### src/rtl/score_ssd_driver.sv
// rtl/score_ssd_driver.sv - binary score to BCD converter with multiplexed seven-segment scan
//
// Purpose:
//   Converts a 16-bit unsigned score to four BCD digits with a sequential
//   shift-add-3 converter (IDLE -> LOAD -> 16x SHIFT -> DONE). It then scans
//   the committed digits onto four active-low anodes and shared active-low
//   cathodes. Values above 9999 saturate to 9999 and raise overflow.
//
// Ports:
//   clk        in   1   system clock
//   reset_n    in   1   synchronous, active-low reset
//   value      in  16   unsigned binary score
//   anode      out  4   digit enables, active-low, bit 0 = rightmost digit
//   ssd_out    out  7   segments {a,b,c,d,e,f,g}, active-low
//   bcd_valid  out  1   one-cycle pulse when new digits are committed
//   overflow   out  1   high while the displayed value is saturated
//
// Parameters:
//   REFRESH_BITS  width of the free-running scan counter (3..24); the top
//                 two bits select the digit being driven.
//
// Configuration macro:
//   SSD_LEADING_ZERO_BLANK_EN  when defined, leading zero digits are blanked
//                              (digit 0 always lit).

module score_ssd_driver #(
    parameter int REFRESH_BITS = 18
) (
    input  logic        clk,
    input  logic        reset_n,
    input  logic [15:0] value,
    output logic [3:0]  anode,
    output logic [6:0]  ssd_out,
    output logic        bcd_valid,
    output logic        overflow
);

    localparam logic [1:0] ST_IDLE  = 2'd0;
    localparam logic [1:0] ST_LOAD  = 2'd1;
    localparam logic [1:0] ST_SHIFT = 2'd2;
    localparam logic [1:0] ST_DONE  = 2'd3;

    localparam logic [15:0] MAX_DISPLAY = 16'd9999;

    // Converter state
    logic [1:0]  state_q, state_d;
    logic        pending_q, pending_d;
    logic [15:0] last_value_q, last_value_d;
    logic [15:0] bin_q, bin_d;
    logic [15:0] bcd_q, bcd_d;
    logic [3:0]  bit_cnt_q, bit_cnt_d;
    logic        ovf_next_q, ovf_next_d;

    // Committed display state; digit n lives at [4n+3:4n]
    logic [15:0] digits_q, digits_d;
    logic        overflow_q, overflow_d;
    logic        bcd_valid_q, bcd_valid_d;

    // Scan and registered display drive
    logic [REFRESH_BITS-1:0] scan_q, scan_d;
    logic [3:0]  anode_q, anode_d;
    logic [6:0]  ssd_q, ssd_d;

    logic [15:0] bcd_adj;
    logic [1:0]  sel;
    logic [3:0]  cur_digit;
    logic        blank;

    // Any BCD nibble of 5 or more gets +3 so the following left shift
    // carries correctly into the next decade.
    function automatic logic [15:0] add3(input logic [15:0] b);
        logic [15:0] r;
        r = b;
        for (int i = 0; i < 4; i++) begin
            if (b[i*4 +: 4] >= 4'd5) begin
                r[i*4 +: 4] = b[i*4 +: 4] + 4'd3;
            end
        end
        return r;
    endfunction

    function automatic logic [6:0] seg_decode(input logic [3:0] d);
        logic [6:0] s;
        case (d)
            4'd0:    s = 7'b0000001;
            4'd1:    s = 7'b1001111;
            4'd2:    s = 7'b0010010;
            4'd3:    s = 7'b0000110;
            4'd4:    s = 7'b1001100;
            4'd5:    s = 7'b0100100;
            4'd6:    s = 7'b0100000;
            4'd7:    s = 7'b0001111;
            4'd8:    s = 7'b0000000;
            4'd9:    s = 7'b0000100;
            default: s = 7'b1111111;
        endcase
        return s;
    endfunction

    // Converter FSM
    always_comb begin
        state_d      = state_q;
        pending_d    = pending_q;
        last_value_d = last_value_q;
        bin_d        = bin_q;
        bcd_d        = bcd_q;
        bit_cnt_d    = bit_cnt_q;
        ovf_next_d   = ovf_next_q;
        digits_d     = digits_q;
        overflow_d   = overflow_q;
        bcd_valid_d  = 1'b0;
        bcd_adj      = add3(bcd_q);

        case (state_q)
            ST_IDLE: begin
                if (pending_q || (value != last_value_q)) begin
                    state_d = ST_LOAD;
                end
            end
            ST_LOAD: begin
                // value is sampled here; later changes wait for the next pass
                last_value_d = value;
                if (value > MAX_DISPLAY) begin
                    bin_d      = MAX_DISPLAY;
                    ovf_next_d = 1'b1;
                end else begin
                    bin_d      = value;
                    ovf_next_d = 1'b0;
                end
                bcd_d     = 16'd0;
                bit_cnt_d = 4'd15;
                pending_d = 1'b0;
                state_d   = ST_SHIFT;
            end
            ST_SHIFT: begin
                {bcd_d, bin_d} = {bcd_adj, bin_q} << 1;
                bit_cnt_d      = bit_cnt_q - 4'd1;
                if (bit_cnt_q == 4'd0) begin
                    state_d = ST_DONE;
                end
            end
            ST_DONE: begin
                // All four digits move together so a half-converted value is
                // never visible on the display.
                digits_d    = bcd_q;
                overflow_d  = ovf_next_q;
                bcd_valid_d = 1'b1;
                state_d     = ST_IDLE;
            end
            default: begin
                state_d = ST_IDLE;
            end
        endcase
    end

    // Display scan
    assign sel = scan_q[REFRESH_BITS-1 -: 2];

    always_comb begin
        scan_d    = scan_q + {{(REFRESH_BITS-1){1'b0}}, 1'b1};
        cur_digit = digits_q[3:0];
        case (sel)
            2'd0:    cur_digit = digits_q[3:0];
            2'd1:    cur_digit = digits_q[7:4];
            2'd2:    cur_digit = digits_q[11:8];
            default: cur_digit = digits_q[15:12];
        endcase

`ifdef SSD_LEADING_ZERO_BLANK_EN
        // A digit is dark when it and every more-significant digit are zero.
        case (sel)
            2'd3:    blank = (digits_q[15:12] == 4'd0);
            2'd2:    blank = (digits_q[15:8] == 8'd0);
            2'd1:    blank = (digits_q[15:4] == 12'd0);
            default: blank = 1'b0;
        endcase
`else
        blank = 1'b0;
`endif

        if (blank) begin
            anode_d = 4'b1111;
            ssd_d   = 7'b1111111;
        end else begin
            anode_d = ~(4'b0001 << sel);
            ssd_d   = seg_decode(cur_digit);
        end
    end

    always_ff @(posedge clk) begin
        if (!reset_n) begin
            state_q      <= ST_IDLE;
            pending_q    <= 1'b1;
            last_value_q <= 16'd0;
            bin_q        <= 16'd0;
            bcd_q        <= 16'd0;
            bit_cnt_q    <= 4'd0;
            ovf_next_q   <= 1'b0;
            digits_q     <= 16'd0;
            overflow_q   <= 1'b0;
            bcd_valid_q  <= 1'b0;
            scan_q       <= '0;
            anode_q      <= 4'b1111;
            ssd_q        <= 7'b1111111;
        end else begin
            state_q      <= state_d;
            pending_q    <= pending_d;
            last_value_q <= last_value_d;
            bin_q        <= bin_d;
            bcd_q        <= bcd_d;
            bit_cnt_q    <= bit_cnt_d;
            ovf_next_q   <= ovf_next_d;
            digits_q     <= digits_d;
            overflow_q   <= overflow_d;
            bcd_valid_q  <= bcd_valid_d;
            scan_q       <= scan_d;
            anode_q      <= anode_d;
            ssd_q        <= ssd_d;
        end
    end

    assign anode     = anode_q;
    assign ssd_out   = ssd_q;
    assign bcd_valid = bcd_valid_q;
    assign overflow  = overflow_q;

endmodule
### config.mk
export PLATFORM = sky130hd
export DESIGN_NAME = score_ssd_driver
export DESIGN_NICKNAME = d
export VERILOG_FILES = /design/src/rtl/score_ssd_driver.sv
export SDC_FILE = /design/constraint.sdc
export NUM_CORES = 1
export LEC_CHECK = 0
export BUFFER_PORTS_ARGS = -buffer_cell sky130_fd_sc_hd__buf_4
export CELL_PAD_IN_SITES_DETAIL_PLACEMENT = 2
export CELL_PAD_IN_SITES_GLOBAL_PLACEMENT = 2
export CORE_MARGIN = 8
export CORE_UTILIZATION = 42
export CTS_CLUSTER_DIAMETER = 30
export DETAILED_ROUTE_END_ITERATION = 7
export GPL_ROUTABILITY_DRIVEN = 0
export PLACE_DENSITY_LB_ADDON = 0.1
export SYNTH_ARGS = -nofsm -noshare
export SYNTH_HDL_FRONTEND = slang
export SYNTH_SLANG_ARGS = --single-unit
### constraint.sdc
create_clock -name clk -period 4.8 [get_ports clk]
set_input_delay 0.96 -clock clk [delete_from_list [all_inputs] [get_ports clk]]
set_output_delay 0.96 -clock clk [all_outputs]
set_load 0.02 [all_outputs]
==> summary.txt <==
Route
  • Final wirelength: 12.27 mm
  • DRC Markers: 0
  • WL per Instance: 18.31 µm
  • Via-per-instance ratio: 5.407
  • Post-route ant nets: 0
  • TritonRoute pass-1 iters: 4
  • Detailed-route via count: 3623
  • Initial drt markers: 144

Timing
  • Slew @ Worst Pin: 1.174 ns
  • Max Fclk: 0.3998 GHz
  • Final hold vios: 0
  • Period Utilization, post-route: 52.11%
  • Slew HR: 21.70%
  • Final min period: 2.501 ns
  • Final setup violation count: 0
  • Clk_skew: 0.004854 ns
  • Total negative slack: 0 ns
  • RSZ-0062 raised after global routing: false
  • Final slew viol count: 0
  • PnR worst setup slack: 2.299 ns

Place
  • HPWL after DPL: 8.334 mm
  • Placement Setup Slack: 2.261 ns
  • I/O Buffers: 30

CTS
  • Root Driver: clkbuf_16
  • CTS Buf Count: 9
  • Count of hold buffers inserted by post-cts repair: 0
  • Clock buffer depth: 2
  • CTS resizes: 0
  • TritonCTS Sinks: 103
  • H-tree levels: 3
  • Clock-pin slew on the worst setup and hold paths: 0.07 ns
  • CTS tree: built
  • Worst-skew pair later-pin latency: 0.35 ns
  • Setup bufs post-CTS: 0

Yosys
  • Syn nets: 545
  • Avg Inst Size Synth: 9.659 µm²
  • Biggest area consumer among synthesized cells: dfxtp_1
  • Synth Instances: 507
  • Top-count cell post-synth: dfxtp_1
  • Synth warn: 0
  • FFs w/ async S/R, synth: 0%
  • Post-synth top flop: dfxtp_1
  • Number of synthesized flops with an enable pin: 0
  • Ranking of synthesized cells by area: dfxtp_1 (42%), mux2i_1 (7.6%), nor2b_1 (5.5%)
  • #FFs+latches synth: 103
  • Netlist cell types: 50
  • Sequential area share after synthesis: 42.11%
  • Mapped Area: 4897 µm²
  • Most frequent cells after synthesis: dfxtp_1 (103), nor2b_1 (43), mux2i_1 (37)
  • Share of Yosys cell area claimed by the top area cell type: 42.11%

Floorplanning
  • Initial core utilization: 42.89%
  • # IOs: 31
  • Core Rows: 39
  • Core Region: 11420 µm²
  • Die extent in y: 124.0 µm
  • Die X: 124.0 µm
  • DIE AREA: 15370 µm²

Setup path
  • Crit end category: register
  • CP Launch Type: register
  • Setup Crit Path Kind: reg2reg
  • Crit path DAT: 2.78 ns
  • Worst Path Max Fanout: 36
  • CP required: 5.08 ns

Pwr
  • Cell leakage power: 2.108 nW
  • Peak VDD IR: 0.0002794 V
  • Pwr Density: 470.8 nW/µm²

Finish
  • Layout cells sized above 1: 11.95%
  • Fillers: 1254
  • # diodes: 0
  • Layout Nets: 560
  • Synthesis-to-layout area growth: 12.44%

Min path
  • Hold WC Path Type: reg2reg

Run status
  • Run status: finished, final reports clean

GRT
  • Largest net degree at the start of global routing: 102
  • Initial antenna violation count: 0
  • Gr ovfl total: 0
  • Global-route wire length before repair: 20.41 mm
  • Total GRT Usage: 16.93%
  • Vias in the first global route: 3999

Job
  • Max-cap viol count: 0
[flip-flops by register name, indices dropped and copies added (netlist names)]
signal	count
last_value_q	16
scan_q	18
bit_cnt_q	4
overflow	1
bcd_q	16
anode	4
digits_q	16
ovf_next_q	1
state_q	2
ssd_out	7
bcd_valid	1
bin_q	16
pending_q	1
[final timing paths]
check / start / to / slack [ns] / depth (start not counted)
setup / recovery: state_q[1] / bin_q[9] / 2.30 / 8
hold / removal: scan_q[0] / scan_q[0] / 0.46 / 1
setup reg to reg: state_q[1] / bin_q[9] / 2.30 / 8
hold reg to reg: scan_q[0] / scan_q[0] / 0.46 / 1
[cell families after synthesis]
group,Yosys count,share of synthesized area (%)
compound gates,96,13.29
xor+xnor,38,6.796
fa+ha+maj,20,5.110
buf+inv,51,4.726
flops,103,42.11
mux,42,9.709
simple gates,157,18.27
[critical path: stages, from the launching register on]
cell      delay [ns]
dfxtp_1         0.42
inv_1           0.10
ha_1            0.29
buf_4           0.34
inv_1           0.11
buf_4           0.23
nor2_1          0.52
o21ai_0         0.19
a21boi_0        0.21
[per-layer routing]
metal | vias up | track usage [%] | routed length (µm)
met4 | 0 | 4.089 | 131
met5 | - | 0 | 0
li1 | 1779 | - | -
met2 | 34 | 30.89 | 6494
met1 | 1803 | 19.32 | 5354
met3 | 7 | 4.306 | 285
[placed cells by master, fill, tap and decap left out, types with 7 or more instances in the layout]
cell type    n
buf_4       33
a21boi_0    11
dfxtp_1    103
nor2_1      10
and3_1      12
nor2b_1     43
o31ai_1      7
mux2i_1     37
o21ai_0     16
clkbuf_16    9
inv_1       22
xnor2_1     25
nand3_1     19
and2_1      26
xor2_1      13
ha_1        20
nand2_1     21
a21oi_1     24
[report_power, final]
part           total (mW)  internal (mW)  switching, mW
Combinational       0.746          0.273          0.473
Clock               0.817          0.486          0.331
Sequential           1.03          0.956         0.0734
[stage by stage]
step | util, % | power, mW | cells | instance area [µm²] | hold WS, ns
6_report | 48.22 | 2.593 | 670 | 5507 | 0.4562
5_1_grt | 48.22 | 2.748 | 670 | 5507 | 0.4767
4_1_cts | 48.22 | 2.628 | 670 | 5507 | 0.4616
3_5_place_dp | 45.32 | 1.804 | 654 | 5175 | 0.4411
3_3_place_gp | 45.32 | 1.751 | 654 | 5175 | 0.4332
2_1_floorplan | - | 1.573 | 507 | 4897 | 0.4210
[area by class of cell]
| cell class | count | area (µm²) | share of cell area [%] |
|---|---|---|---|
| multi-input cells | 353 | 2604 | 47.28 |
| flip-flops and latches | 103 | 2062 | 37.45 |
| clock buffers | 11 | 252.7 | 4.590 |
| repair buffers | 33 | 247.7 | 4.499 |
| well taps | 143 | 178.9 | 3.249 |
| inverters | 22 | 82.58 | 1.500 |
| clock inverters | 5 | 78.83 | 1.431 |
Power figures use the tool's default switching activity.
